## src/rtl/uart_transmit_fsm.sv

```systemverilog
// UART transmit serialiser. It sends a start bit, 5-8 data bits LSB first, an optional parity bit
// and 1 or 2 stop bits, and it can hold the line low for a break. Bit timing comes from bit_edge.
module uart_transmit_fsm #(
    parameter int unsigned DATA_WIDTH = 8
) (
    input  logic                  pclk,
    input  logic                  preset,
    input  logic                  utten,
    input  logic                  bit_edge,
    input  logic                  tx_valid,
    input  logic [DATA_WIDTH-1:0] tx_data,
    output logic                  tx_ready,
    input  logic [1:0]            wls,
    input  logic                  pen,
    input  logic                  eps,
    input  logic                  stb,
    input  logic                  tx_break,
    output logic                  uart_txd,
    output logic                  tx_busy,
    output logic                  tx_done
);

    localparam int unsigned CNT_W = $clog2(DATA_WIDTH + 1);

    typedef enum logic [2:0] {
        S_IDLE   = 3'd0,
        S_START  = 3'd1,
        S_DATA   = 3'd2,
        S_PARITY = 3'd3,
        S_STOP   = 3'd4,
        S_BREAK  = 3'd5
    } state_t;

    state_t                r_state;
    logic [DATA_WIDTH-1:0] r_shift;
    logic [CNT_W-1:0]      r_bit_cnt;
    logic [CNT_W-1:0]      r_word_len;
    logic                  r_pen;
    logic                  r_stb;
    logic                  r_parity;
    logic                  r_stop_cnt;
    logic                  r_txd;
    logic                  r_done;

    logic [CNT_W-1:0]      w_word_len;
    logic [DATA_WIDTH-1:0] w_mask;
    logic [DATA_WIDTH-1:0] w_data_masked;
    logic                  w_parity;
    logic                  w_last_stop;
    logic                  w_accept;

    // Word length decode and the mask of the bits that belong to the character
    always_comb begin
        w_word_len = CNT_W'(5) + CNT_W'(wls);
        w_mask     = '0;
        for (int i = 0; i < int'(DATA_WIDTH); i++) begin
            w_mask[i] = (CNT_W'(i) < w_word_len);
        end
        w_data_masked = tx_data & w_mask;
    end

    // The parity bit is computed when the character is accepted, so only the bit needs storing
    assign w_parity    = eps ? (^w_data_masked) : ~(^w_data_masked);
    assign w_last_stop = (r_state == S_STOP) && (r_stop_cnt == r_stb);
    assign w_accept    = bit_edge & utten & tx_valid & ~tx_break & ~preset
                       & ((r_state == S_IDLE) | w_last_stop);

    always_ff @(posedge pclk) begin
        if (preset) begin
            r_state    <= S_IDLE;
            r_shift    <= '0;
            r_bit_cnt  <= '0;
            r_word_len <= '0;
            r_pen      <= 1'b0;
            r_stb      <= 1'b0;
            r_parity   <= 1'b0;
            r_stop_cnt <= 1'b0;
            r_txd      <= 1'b1;
            r_done     <= 1'b0;
        end else begin
            r_done <= 1'b0;
            if (bit_edge) begin
                case (r_state)
                    S_IDLE: begin
                        if (tx_break) begin
                            r_state <= S_BREAK;
                            r_txd   <= 1'b0;
                        end else begin
                            r_txd   <= 1'b1;
                        end
                    end
                    S_START: begin
                        r_state   <= S_DATA;
                        r_txd     <= r_shift[0];
                        r_shift   <= r_shift >> 1;
                        r_bit_cnt <= CNT_W'(1);
                    end
                    S_DATA: begin
                        if (r_bit_cnt == r_word_len) begin
                            if (r_pen) begin
                                r_state <= S_PARITY;
                                r_txd   <= r_parity;
                            end else begin
                                r_state    <= S_STOP;
                                r_txd      <= 1'b1;
                                r_stop_cnt <= 1'b0;
                            end
                        end else begin
                            r_txd     <= r_shift[0];
                            r_shift   <= r_shift >> 1;
                            r_bit_cnt <= r_bit_cnt + CNT_W'(1);
                        end
                    end
                    S_PARITY: begin
                        r_state    <= S_STOP;
                        r_txd      <= 1'b1;
                        r_stop_cnt <= 1'b0;
                    end
                    S_STOP: begin
                        if (w_last_stop) begin
                            r_done <= 1'b1;
                            if (tx_break) begin
                                r_state <= S_BREAK;
                                r_txd   <= 1'b0;
                            end else begin
                                r_state <= S_IDLE;
                                r_txd   <= 1'b1;
                            end
                        end else begin
                            r_stop_cnt <= 1'b1;
                            r_txd      <= 1'b1;
                        end
                    end
                    S_BREAK: begin
                        if (tx_break) begin
                            r_txd <= 1'b0;
                        end else begin
                            r_state <= S_IDLE;
                            r_txd   <= 1'b1;
                        end
                    end
                    default: begin
                        r_state <= S_IDLE;
                        r_txd   <= 1'b1;
                    end
                endcase

                // Acceptance overrides the idle/stop outcome above: load and go straight to START
                if (w_accept) begin
                    r_state    <= S_START;
                    r_txd      <= 1'b0;
                    r_shift    <= w_data_masked;
                    r_word_len <= w_word_len;
                    r_pen      <= pen;
                    r_stb      <= stb;
                    r_parity   <= w_parity;
                    r_bit_cnt  <= '0;
                    r_stop_cnt <= 1'b0;
                end
            end
        end
    end

    assign tx_ready = w_accept;
    assign uart_txd = r_txd;
    assign tx_busy  = (r_state != S_IDLE);
    assign tx_done  = r_done;

endmodule

```

## config.mk

```make
export PLATFORM = sky130hd
export DESIGN_NAME = uart_transmit_fsm
export DESIGN_NICKNAME = d
export VERILOG_FILES = /design/src/rtl/uart_transmit_fsm.sv
export SDC_FILE = /design/constraint.sdc
export NUM_CORES = 1
export LEC_CHECK = 0
export CORE_MARGIN = 2
export CORE_UTILIZATION = 40
export DETAILED_ROUTE_END_ITERATION = 8
export DONT_BUFFER_PORTS = 1
export PLACE_DENSITY_LB_ADDON = 0.2
export RECOVER_POWER = 25
export SETUP_SLACK_MARGIN = 0.2
export SYNTH_ARGS = -nofsm -noshare
export SYNTH_HDL_FRONTEND = slang
export SYNTH_SLANG_ARGS = --single-unit
```

## constraint.sdc

```tcl
create_clock -name pclk -period 2.05 [get_ports pclk]
set_input_delay 0.205 -clock pclk [delete_from_list [all_inputs] [get_ports pclk]]
set_output_delay 0.205 -clock pclk [all_outputs]
set_load 0.01 [all_outputs]
```

==> flow_metrics.tcl <==
set metrics [dict create \
    clockRootBuffer "clkbuf_4" \
    p_comb_share_pct 27.0 \
    p_leak_nw 0.700 \
    dieArea_mm2 0.00416 \
    synth_fp_nets 203 \
    finalSetupTns_ns 0 \
    place_congestion 0.947 \
    grt_overflow 0 \
    cp_data_arrival_time_ns 1.72 \
    antenna_found_initial 0 \
    yosysWarnings 0 \
    max_cap_viol_count 0 \
    finalCritPeriodShare_pct 94.1 \
    cts_tree "done" \
    clock_skew_ns 0.00399 \
    post-route-min-period_ns 1.93 \
    slowest_stage "or3_4" \
    whs_path_depth 2 \
    use_met1_pct 21.9 \
    place.detailed.hpwl_um 2440 \
    power_switching_mw 0.339 \
    worstHoldPathType "input port to register" \
    grt_use_met3_pct 5.56 \
    clk_latency_ns 0.33 \
    dieHeight_um 64.5 \
    synth_commonest_cells "nand2_1, dfxtp_1, nor2_1, a21oi_1" \
    worstSetupStartpointType "register" \
    ant_nets 0 \
    core_mm2 0.00342 \
    hold_violations 0 \
    holdWs_ns 0.0146 \
    num_rows 21 \
    ys_ff_latch 25 \
    clk_path_buf_depth 2 \
    rsz0062_at_grt "yes" \
    vias 1354 \
    syn_avg_cell_area_um2 8.13 \
    drv_slew 0 \
    syn_inst 180 \
    ys_types 42 \
    power_density_mw_per_mm2 614 \
    area_delta_synth_final_pct 20.0 \
    port_buffers 0 \
    die_w_um 64.5 \
    critPathMaxFanout 9 \
    routed_via_density 5.53 \
    rr_endpoint "r_state[0]" \
    hold_path.startpoint "tx_data[0]" \
    top_usage_layer "met2" \
    grt_usage_pct 17.7 \
    synth_top_area_cell "dfxtp_1" \
    grt_max_degree 19 \
    max-vdd-ir-drop_uv 462 \
    switching_share_pct 31.4 \
    drive_gt1_share_pct 13.6 \
    synth-edff-count 0 \
    cp_slowest_stage_delay_ns 0.41 \
    maxSlewHeadroom_pct 48.1 \
    synthArstFlopShare_pct 0 \
    setup_violations 0 \
    nNetsFinal 223 \
    fin_total_pwr_mw 1.08 \
    syn_area_mm2 0.00146 \
    yosys_most_used_dff "dfxtp_1" \
    post-route-drc-count 0 \
    placed_area_mm2 0.00154 \
    synth_top_area_share_pct 34.2 \
    wirelength_um 3540 \
    initial_core_util_pct 42.8 \
    critPathTopFamily "simple AND/OR/NAND/NOR gates" \
    grt_pass1_wl_um 5830 \
    fin_area_mm2 0.00176 \
    seq_area_frac_synth_pct 34.2 \
    yosysMostFrequentCell "nand2_1" \
    hold_end "r_shift[0]" \
    synth.area.top_cells "dfxtp_1, nand2_1, a21oi_1, nor2_1, a311oi_1" \
    run_status "complete, no violations" \
    drt-initial-drc-count 118 \
    intPower_mw 0.740 \
    required_ns 1.85 \
    max_freq_mhz 519 \
    worst_slew_pin_slew_ns 0.777 \
    pwr-share-seq_pct 50.1 \
    p_clk_share_pct 22.9 \
    cts_made_buffers 3 \
    num_antenna_cells 0 \
    clkTransAtPathRegs_ns 0.15 \
    crit_path_cell_trace "or3_4 > a211o_1 > clkinvlp_4 > buf_12" \
    drtPass1Iterations 4 \
    clock-sinks 25 \
    grt_pass1_vias 1279 \
    r2r_slack_ns 0.13 \
    ff2ff_path_depth 5 \
    post-place-ws_ns 0.160 \
    fin_ws_ns 0.121 \
    wl_per_cell_um 14.4 \
    h-tree-depth 1 \
    reg2reg_from "r_stop_cnt" \
    crit_type "register to output pin" \
    crit_path_end_kind "output pin" \
    worst-path-buf-inv 2 \
    design.portCount 23 \
    grt_use_met2_pct 29.9 \
]
[cells by family after synthesis]
logic type	count (synthesis)	share of synthesized area [%]
xor+xnor	13	7.78
flops	25	34.2
simple gates	73	24.3
buf+inv	15	5.65
fa+ha+maj	4	3.42
compound gates	49	24.0
mux	1	0.684
[layer usage]
metal,wire length (um),vias to the layer above
met4,46,0
met2,1700,43
li1,-,673
met1,1560,632
met3,228,6
met5,0,-
[final cells by class]
| type | count | area (um2) |
|---|---|---|
| Fill cell | 339 | 1660 |
| Clock buffer | 3 | 22.5 |
| Clock inverter | 1 | 8.76 |
| Tap cell | 46 | 57.6 |
| Inverter | 6 | 26.3 |
| Sequential cell | 25 | 500 |
| Multi-Input combinational cell | 140 | 880 |
| Timing Repair Buffer | 24 | 260 |
[power groups by stage]
stage / clock, mW / sequential, mW / combinational, mW
floorplan: 0 / 0.544 / 0.198
global placement: 0 / 0.550 / 0.234
detailed placement: 0 / 0.551 / 0.238
CTS: 0.256 / 0.540 / 0.266
global route: 0.277 / 0.544 / 0.323
finish: 0.247 / 0.540 / 0.292
[worst max path at each step]
stage,from,endpoint,slack (ns),cells after the start
after CTS,r_state[0],tx_ready,0.15,4
after global placement,r_state[0],r_bit_cnt[0],0.24,5
after global routing,r_state[0],tx_ready,0.07,4
after detailed placement,r_state[0],r_shift[0],0.16,5
final,r_state[0],tx_ready,0.12,4
after floorplan,r_state[1],r_bit_cnt[0],0.16,8
[state kept, by name, indices dropped and copies added, names as in the netlist]
register and flops:
r_bit_cnt 4, r_pen 1, r_state 3, r_stop_cnt 1, tx_done 1, r_stb 1, r_word_len 4, uart_txd 1
r_parity 1, r_shift 8
[worst register-to-register path: stages, from the launching register on]
cell and delay [ns]:
dfxtp_1 0.39, xor2_1 0.26, a211o_1 0.33, clkinvlp_4 0.20, or4_1 0.53, o211a_1 0.14
[through the flow]
step / util [%] / instances
floorplan: - / 180
global placement: 44.9 / 227
detailed placement: 44.9 / 227
CTS: 48.5 / 239
global route: 51.4 / 245
finish: 51.4 / 245
[cell usage in the layout, fill, tap and decap left out, drive strengths merged, types with 3 or more instances in the layout]
| cell | netlist | layout |
|---|---|---|
| nor3 | 4 | 4 |
| xnor2 | 6 | 6 |
| nor2b | 5 | 5 |
| xor2 | 7 | 7 |
| nor2 | 20 | 20 |
| buf | 4 | 13 |
| a211oi | 3 | 3 |
| a311oi | 7 | 7 |
| a21oi | 17 | 17 |
| nand2b | 3 | 3 |
| nand2 | 30 | 30 |
| dfxtp | 25 | 25 |
| dlygate4sd3 | 0 | 8 |
| o21ai | 7 | 7 |
| inv | 5 | 6 |
| clkbuf | 5 | 6 |
| ha | 4 | 4 |
[repair_timing]
action	4_1_cts	5_1_grt
cloned	0	2
pin swaps	1	2
resized for setup	1	6
hold buffers	6	2
hold endpoints to repair	18	2
buffers inserted	2	2
endpoints found under the setup margin	9	10
Power figures use the tool's default switching activity.
==> RTL edit: new RTL, config.mk and constraints unchanged <==
Reset style: asynchronous (`preset`), changed in one clocked block.
--- a/src/rtl/uart_transmit_fsm.sv
+++ b/src/rtl/uart_transmit_fsm.sv
@@ -65,7 +65,7 @@
     assign w_accept    = bit_edge & utten & tx_valid & ~tx_break & ~preset
                        & ((r_state == S_IDLE) | w_last_stop);
 
-    always_ff @(posedge pclk) begin
+    always_ff @(posedge pclk or posedge preset) begin
         if (preset) begin
             r_state    <= S_IDLE;
             r_shift    <= '0;
Behaviour: differs if preset is asserted again (counterexample within 4 cycles, from zero or initial values and one cycle with preset high); with preset held inactive, the same outputs for 10 cycles.
==> RTL edit against the original RTL <==
Area after synthesis increased by 4.2%; utilization decreased by 0.33 points; worst setup slack got worse by 0.025 ns; via count fell by 8.3%; sequential cell count stayed put; wire length rose by 0.34%; final area increased by 6.5%; global-route usage increased by 0.20 points; critical endpoint is now r_shift[3]$_DFFE_PP0P_.
Power is not compared: it rests on default switching activity, and its combinational part moved more than twofold at a synthesized area within 25%.
==> RTL edit: results (changes against the original RTL) <==
cts:
  numCtsBuffers: 3  # unchanged
  clk_latency_ns: 0.28  # -0.05 ns
  clk_path_buf_depth: 2  # unchanged
  post_cts_resized: 10  # +9
  cts_hold_buf: 1  # -5
placed_design:
  dpl.hpwl_um: 2460  # +0.73%
  gp_congestion: 0.817  # -14%
global_route:
  grtUsageMet2: 0.283  # -0.0167
  antenna_found_initial: 0  # unchanged
  grt_max_degree: 26  # +7
  grt_pass1_wl_um: 5950  # +2.1%
  grt_use_met1: 0.251  # +0.0320
  grt_usage: 0.179  # +0.00198
  grtUsageMet3: 0.0240  # -0.0316
  grt_pass1_vias: 1188  # -7.1%
drt:
  wl_met2_um: 1690  # -0.41%
  drt_iter0_drc: 52  # -56%
  vias_per_cell: 5.64  # +2.1%
  met1_length_um: 1690  # +8.1%
  wl_met3_um: 132  # -42%
worst_setup_path:
  crit_start: "r_state[1]$_DFFE_PP0P_"
  reg2reg_slack_ns: 0.1  # -0.03 ns
  crit_slowest_cell: "or4b_4"
  r2r-end: "r_shift[3]$_DFFE_PP0P_"
  worstSetupEndpoint: "r_shift[3]$_DFFE_PP0P_"
  cp_slowest_stage_delay_ns: 0.56  # +0.15 ns
  cp.arrival_ns: 2.13  # +0.41 ns
  r2r_cells: 6  # +1
yosys:
  yosys-top-cells-area: "dfrtp_1 (39%), a221o_1 (4.6%), xnor2_1 (4.6%)"
  ys_seq_area_frac: 0.411  # +0.0692
  synthArstFlopShare: 1.00  # +1.00
  synth_cell_types: 44  # +4.8%
  synth_fp_nets: 176  # -13%
  synth_flop_cell: "dfrtp_1"
  yosysWarnings: 0  # unchanged
  yosys-top-cells-count: "dfrtp_1 (24), nor2_1 (14), a21oi_1 (9), nand2_1 (8), xnor2_1 (8)"
status:
  status: "finished, final reports clean"
sta:
  holdWs_ns: 0.0331  # +0.0185 ns
  fin_skew_ns: 0.00670  # +0.00271 ns
final_layout:
  final_common_cell: "dfrtp_1"
  multi_input_gates: 116  # -17%
  drive_gt1_frac: 0.267  # +0.132
  final_nets: 195  # -13%
  final-clk-cell-share: 0.0268  # +0.00895
  fillers: 331  # -2.4%
  multi_input_area_um2: 907  # +3.1%
  seq_area_frac: 0.336  # +0.0509
hold_path:
  holdCritStartpoint: "bit_edge"
  min_to: "uart_txd$_DFFE_PP1P_"
  hold-path-cell-count: 1  # -1
==> RTL edit: changes by cell type after synthesis, sizes merged, moves of 7 or more <==
| cell | before | now |
|---|---|---|
| dfxtp | 25 | 0 |
| a311oi | 7 | 0 |
| nand2 | 30 | 8 |
| a21oi | 17 | 9 |
| dfrtp | 0 | 24 |
| a221o | 0 | 7 |
==> RTL edit: cells by family after synthesis <==
logic type                 count (synthesis)  synth area share
buffers and inverters                     13            0.0337
adders and majority gates                  3            0.0246
AOI/OAI and AO/OA                         39             0.213
muxes                                      6            0.0435
and+or+nand+nor                           54             0.193
DFF                                       25             0.411
xor gates and xnor gates                  14            0.0805
==> RTL edit: through the flow <==
step           utilization  instances  area (µm²)  total power [mW]  setup slack, ns
3_5_place_dp         0.452        207        1660              2.05           0.0884
2_1_floorplan            -        154        1540              1.72            0.134
4_1_cts              0.491        216        1800              2.44           0.0990
5_1_grt              0.511        220        1870              2.75           0.0356
3_3_place_gp         0.452        207        1660              2.02           0.0794
6_report             0.511        220        1870              2.56           0.0962
